### config.mk
export PLATFORM = sky130hd
export DESIGN_NAME = branch_predictor_gshare
export DESIGN_NICKNAME = d
export VERILOG_FILES = /design/src/rtl/branch_predictor_gshare.sv
export SDC_FILE = /design/constraint.sdc
export NUM_CORES = 1
export LEC_CHECK = 0
export BUFFER_PORTS_ARGS = -buffer_cell sky130_fd_sc_hd__buf_2
export CORE_UTILIZATION = 44
export DETAILED_ROUTE_END_ITERATION = 8
export PLACE_DENSITY_LB_ADDON = 0.25
export SYNTH_ARGS = -nofsm -noshare
export SYNTH_HDL_FRONTEND = slang
export SYNTH_SLANG_ARGS = --single-unit
### constraint.sdc
create_clock -name clk -period 2.6 [get_ports clk]
set_input_delay 0 -clock clk [delete_from_list [all_inputs] [get_ports clk]]
set_output_delay 0 -clock clk [all_outputs]
set_load 0.05 [all_outputs]
### src/rtl/branch_predictor_gshare.sv
// Gshare/bimodal branch predictor: a saturating-counter pattern history table
// with two combinational lookup ports and one non-speculative training port.
module branch_predictor_gshare #(
    parameter int PC_W   = 32,
    parameter int IDX_W  = 6,
    parameter int CNT_W  = 2,
    parameter int GHR_W  = 6,
    parameter bit GSHARE = 1'b1
) (
    input  logic             clk,
    input  logic             rst,
    input  logic             bp_clear,
    input  logic [PC_W-1:0]  lk0_pc,
    input  logic [PC_W-1:0]  lk1_pc,
    output logic             lk0_taken,
    output logic             lk1_taken,
    output logic [GHR_W-1:0] lk_ghr,
    input  logic             upd_valid,
    input  logic [PC_W-1:0]  upd_pc,
    input  logic [GHR_W-1:0] upd_ghr,
    input  logic             upd_taken
);

    localparam int DEPTH = 1 << IDX_W;
    localparam logic [CNT_W-1:0] CNT_MAX  = '1;
    localparam logic [CNT_W-1:0] CNT_INIT = CNT_W'((1 << (CNT_W - 1)) - 1);

    // History is zero-extended into the index so short histories only perturb the low bits.
    function automatic logic [IDX_W-1:0] hash_idx(input logic [IDX_W-1:0] base,
                                                  input logic [GHR_W-1:0] hist);
        logic [IDX_W-1:0] hist_ext;
        hist_ext = '0;
        hist_ext[GHR_W-1:0] = hist;
        return GSHARE ? (base ^ hist_ext) : base;
    endfunction

    logic [CNT_W-1:0] pht [DEPTH];
    logic [GHR_W-1:0] ghr;
    logic [GHR_W-1:0] ghr_next;

    logic [IDX_W-1:0] lk0_idx;
    logic [IDX_W-1:0] lk1_idx;
    logic [IDX_W-1:0] upd_idx;
    logic [CNT_W-1:0] upd_cnt;
    logic [CNT_W-1:0] upd_cnt_next;

    // Only the word-index bits of each PC select an entry; the rest alias freely.
    logic unused_pc_bits;
    assign unused_pc_bits = ^{lk0_pc, lk1_pc, upd_pc};

    assign lk0_idx = hash_idx(lk0_pc[IDX_W+1:2], ghr);
    assign lk1_idx = hash_idx(lk1_pc[IDX_W+1:2], ghr);
    assign upd_idx = hash_idx(upd_pc[IDX_W+1:2], upd_ghr);

    assign lk0_taken = pht[lk0_idx][CNT_W-1];
    assign lk1_taken = pht[lk1_idx][CNT_W-1];
    assign lk_ghr    = ghr;

    // Truncating the concatenation drops the oldest outcome, which also covers GHR_W == 1.
    assign ghr_next = GHR_W'({ghr, upd_taken});
    assign upd_cnt  = pht[upd_idx];

    always_comb begin
        upd_cnt_next = upd_cnt;
        if (upd_taken && (upd_cnt != CNT_MAX)) begin
            upd_cnt_next = upd_cnt + CNT_W'(1);
        end else if (!upd_taken && (upd_cnt != '0)) begin
            upd_cnt_next = upd_cnt - CNT_W'(1);
        end
    end

    // Clear shares the reset values and wins over a same-cycle update.
    always_ff @(posedge clk or negedge rst) begin
        if (!rst) begin
            for (int i = 0; i < DEPTH; i++) begin
                pht[i] <= CNT_INIT;
            end
            ghr <= '0;
        end else if (bp_clear) begin
            for (int i = 0; i < DEPTH; i++) begin
                pht[i] <= CNT_INIT;
            end
            ghr <= '0;
        end else if (upd_valid) begin
            pht[upd_idx] <= upd_cnt_next;
            ghr          <= ghr_next;
        end
    end

endmodule
==> insert_results.sql <==
INSERT INTO impl_metrics (metric_group, metric, value, unit) VALUES
('critical_path', 'crit_slowest_cell', 'sky130_fd_sc_hd__dfstp_2', ''),
('critical_path', 'cp-start-kind', 'flop', ''),
('yosys', 'simple_gate_share_of_the_synthesized_area', '20.6', '%'),
('global_route', 'globalRouteOverflowTotal', '0', ''),
('critical_path', 'worst_setup_path_end', 'pht[22]', ''),
('yosys', 'synth.ff_latch_count', '134', ''),
('detailed_routing', 'route.detailed.drc', '0', ''),
('power', 'finalPower', '6610', 'µW'),
('place', 'numPortBuffers', '36', ''),
('clock_tree', 'cts-buffers-inserted', '17', ''),
('detailed_routing', 'detailroute.via_count', '7710', ''),
('power', 'switching_share', '31.0', '%'),
('floorplan', 'floorplan.initialDensity', '45.2', '%'),
('clock_tree', 'cts.path.max_buffers', '2', ''),
('clock_tree', 'tritoncts', 'built', ''),
('power', 'vdd_ir_drop_max', '0.487', 'mV'),
('yosys', 'yosys_warnings', '0', ''),
('detailed_routing', 'number_of_vias_per_cell', '6.09', ''),
('critical_path', 'worst-r2r-cell-count', '13', ''),
('timing', 'setup_ws', '-0.360', 'ns'),
('power', 'p_int', '4560', 'µW'),
('global_route', 'grtUsageMet2', '46.7', '%'),
('timing', 'finalSetupViolCount', '130', ''),
('global_route', 'maximum_number_of_pins_on_one_net_before_global_route_repair', '96', ''),
('global_route', 'grt_pass1_wl', '43100', 'µm'),
('critical_path', 'crit_family', 'multiplexers', ''),
('timing', 'maximum_frequency_from_static_timing_analysis', '338', 'MHz'),
('critical_path', 'timing.critical_path.required', '2.96', 'ns'),
('yosys', 'synth_mux_area_share', '18.6', '%'),
('detailed_routing', 'avgRoutedWirePerCell', '21.9', 'µm'),
('floorplan', 'num_io_pins', '115', ''),
('yosys', 'synth-edff-count', '0', ''),
('place', 'gpl.final_weighted_congestion', '0.862', ''),
('global_route', 'met3_usage', '6.96', '%'),
('power', 'p_seq_share', '32.4', '%'),
('run_status', 'outcome', 'finished, violations left', ''),
('yosys', 'async_flop_share', '100', '%'),
('yosys', 'synth.yosys.seq_area_share', '40.3', '%'),
('timing', 'tightest_slew', '0.765', 'ns'),
('layout', 'most_frequent_cells_in_the_layout', '126 x sky130_fd_sc_hd__buf_4, 102 x sky130_fd_sc_hd__nand2_1, 92 x sky130_fd_sc_hd__nor2_1, 80 x sky130_fd_sc_hd__nor3_1, 68 x sky130_fd_sc_hd__dfrtp_1', ''),
('layout', 'share_of_post_route_cells_with_drive_strength_above_1', '52.1', '%'),
('critical_path', 'cpPeakStageDelay', '0.54', 'ns'),
('global_route', 'global_route.usage.total', '28.9', '%'),
('yosys', 'synth.avg_cell_area', '10.4', 'µm²'),
('critical_path', 'worst_flop_to_flop_path_endpoint', 'pht[22]', ''),
('critical_path', 'path_class', 'reg -> reg', ''),
('flow_run', 'timing.max_cap.violations', '0', ''),
('timing', 'timing.max_slew.rel_slack', '49.0', '%'),
('clock_tree', 'clk_latency', '0.43', 'ns'),
('layout', 'antenna-diode-count', '0', ''),
('power', 'combPwrFrac', '28.9', '%'),
('power', 'pwr-share-clk', '38.7', '%'),
('clock_tree', 'root_buffer', 'sky130_fd_sc_hd__clkbuf_16', ''),
('yosys', 'synth_compound_gate_area_share', '13.3', '%'),
('floorplan', 'design.core.area', '18800', 'µm²'),
('timing', 'unrepaired_setup_endpoints_after_global_routing', 'true', ''),
('clock_tree', 'cts_sinks', '134', ''),
('detailed_routing', 'drtIter0Drc', '697', ''),
('floorplan', 'die_x', '141', 'µm'),
('critical_path', 'critical_path_depth', '13', ''),
('run_status', 'failed_checks', 'setup timing', ''),
('critical_path', 'worst_path_maximum_fanout', '7', ''),
('floorplan', 'fp-row-count', '50', ''),
('layout', 'postLayoutCoreUtil', '61.9', '%'),
('critical_path', 'timing.critical_path.buf_inv', '3', ''),
('critical_path', 'r2r-start', 'pht[114]', ''),
('yosys', 'syn-instance-count', '817', ''),
('min_path', 'worstHoldPathType', 'in -> reg', ''),
('yosys', 'syn-cell-area', '8510', 'µm²'),
('yosys', 'post_synth_num_cell_types', '52', ''),
('critical_path', 'worst_reg2reg_setup_slack', '-0.36', 'ns');
metal layers:
layer | routed length (µm) | part of all wire [%]
met5 | 0 | 0
met4 | 918 | 3.3
met3 | 2100 | 7.6
met2 | 13400 | 49
met1 | 11200 | 40
state kept, by name, summed over array words and instances, names as in the netlist:
| signal | flops |
|---|---|
| lk_ghr | 6 |
| pht | 128 |
kinds of logic (layout without fill, tap and decap cells):
group / after synthesis / in the layout
and+or+nand+nor: 364 / 364
xor gates and xnor gates: 24 / 24
muxes: 80 / 80
buffers and inverters: 51 / 239
DFF: 134 / 134
AOI/OAI and AO/OA: 162 / 162
adders and majority gates: 2 / 2
power by group through the flow:
stage / registers, µW / logic [µW] / clock network (µW)
floorplan: 2180 / 802 / 0
global placement: 2170 / 1310 / 0
detailed placement: 2170 / 1310 / 0
CTS: 2140 / 1850 / 2580
global route: 2140 / 2000 / 2670
finish: 2140 / 1910 / 2560
worst reg2reg max path, stage by stage (launching register included):
cell and delay, ns:
sky130_fd_sc_hd__dfstp_2 0.54, sky130_fd_sc_hd__mux4_2 0.26, sky130_fd_sc_hd__nand2_1 0.07, sky130_fd_sc_hd__a32oi_1 0.20, sky130_fd_sc_hd__o211ai_1 0.14, sky130_fd_sc_hd__and4b_2 0.37, sky130_fd_sc_hd__inv_2 0.06, sky130_fd_sc_hd__ha_4 0.17
sky130_fd_sc_hd__mux2i_4 0.18, sky130_fd_sc_hd__nor2_4 0.07, sky130_fd_sc_hd__mux2_4 0.40, sky130_fd_sc_hd__buf_12 0.18, sky130_fd_sc_hd__buf_16 0.14, sky130_fd_sc_hd__a21oi_2 0.11
worst min-delay path by stage:
stage | to | from | slack (ns) | cells after the start
floorplan | lk_ghr[1] | rst | -0.30 | 0
global route | lk_ghr[1] | bp_clear | 0.04 | 2
global placement | pht[47] | rst | 0.1 | 1
detailed placement | pht[45] | rst | 0.09 | 1
CTS | lk_ghr[1] | bp_clear | 0.03 | 2
finish | lk_ghr[1] | bp_clear | 0.04 | 2
per-stage QoR:
stage	setup TNS (ns)	instances	hold WS [ns]	setup slack [ns]	instance area (µm²)
6_report	-34.81	1265	0.0359	-0.360	11600
4_1_cts	-32.88	1263	0.0294	-0.340	11500
3_3_place_gp	-58.53	1208	0.0951	-0.559	10100
3_5_place_dp	-61.91	1208	0.0936	-0.598	10100
5_1_grt	-48.27	1265	0.0415	-0.456	11600
2_1_floorplan	-14.15	817	-0.296	-0.127	8670
Yosys cell counts, types with 2 or more instances:
library cell | n | area share [%]
sky130_fd_sc_hd__xor2_2 | 2 | 0.38
sky130_fd_sc_hd__nor3_1 | 81 | 4.8
sky130_fd_sc_hd__xnor2_1 | 8 | 0.82
sky130_fd_sc_hd__a21oi_1 | 67 | 3.9
sky130_fd_sc_hd__buf_6 | 15 | 2.0
sky130_fd_sc_hd__a311oi_1 | 2 | 0.21
sky130_fd_sc_hd__a31oi_1 | 3 | 0.22
sky130_fd_sc_hd__nor2b_1 | 3 | 0.22
sky130_fd_sc_hd__inv_1 | 3 | 0.13
sky130_fd_sc_hd__mux2i_1 | 14 | 1.6
sky130_fd_sc_hd__ha_1 | 2 | 0.29
sky130_fd_sc_hd__mux4_2 | 58 | 15
sky130_fd_sc_hd__dfstp_2 | 64 | 20
sky130_fd_sc_hd__a211oi_1 | 2 | 0.18
sky130_fd_sc_hd__mux4_1 | 3 | 0.93
sky130_fd_sc_hd__nand2_1 | 102 | 4.5
sky130_fd_sc_hd__a2111oi_0 | 2 | 0.21
sky130_fd_sc_hd__mux2_2 | 4 | 0.53
sky130_fd_sc_hd__buf_4 | 5 | 0.44
sky130_fd_sc_hd__nor2_1 | 93 | 4.1
sky130_fd_sc_hd__nand3b_1 | 64 | 5.6
sky130_fd_sc_hd__buf_2 | 3 | 0.18
sky130_fd_sc_hd__o22ai_1 | 4 | 0.29
sky130_fd_sc_hd__dfrtp_1 | 70 | 21
sky130_fd_sc_hd__o21ai_2 | 60 | 6.2
sky130_fd_sc_hd__nand3_1 | 12 | 0.71
sky130_fd_sc_hd__clkbuf_1 | 22 | 0.97
sky130_fd_sc_hd__xor2_1 | 14 | 1.4
sky130_fd_sc_hd__o21ai_0 | 8 | 0.47
sky130_fd_sc_hd__o221ai_1 | 3 | 0.31
sky130_fd_sc_hd__and3_1 | 2 | 0.15
sky130_fd_sc_hd__and2_1 | 2 | 0.15
what timing repair did:
action / 4_1_cts / 5_1_grt
endpoints found under the hold margin: 37 / 0
endpoints found under the setup margin: 130 / 130
gates cloned: 11 / 2
resized for setup: 81 / 51
setup buffers: 12 / 4
hold buffers: 2 / 0
pin swaps: 17 / 11
final cells by class:
class / instances / area [µm²]
clock inverters: 12 / 136
inverters: 3 / 11.3
flip-flops and latches: 134 / 3440
repair buffers: 204 / 1980
well taps: 260 / 325
multi-input cells: 632 / 5280
fillers: 1528 / 7180
clock buffers: 20 / 479
Power figures use the tool's default switching activity.
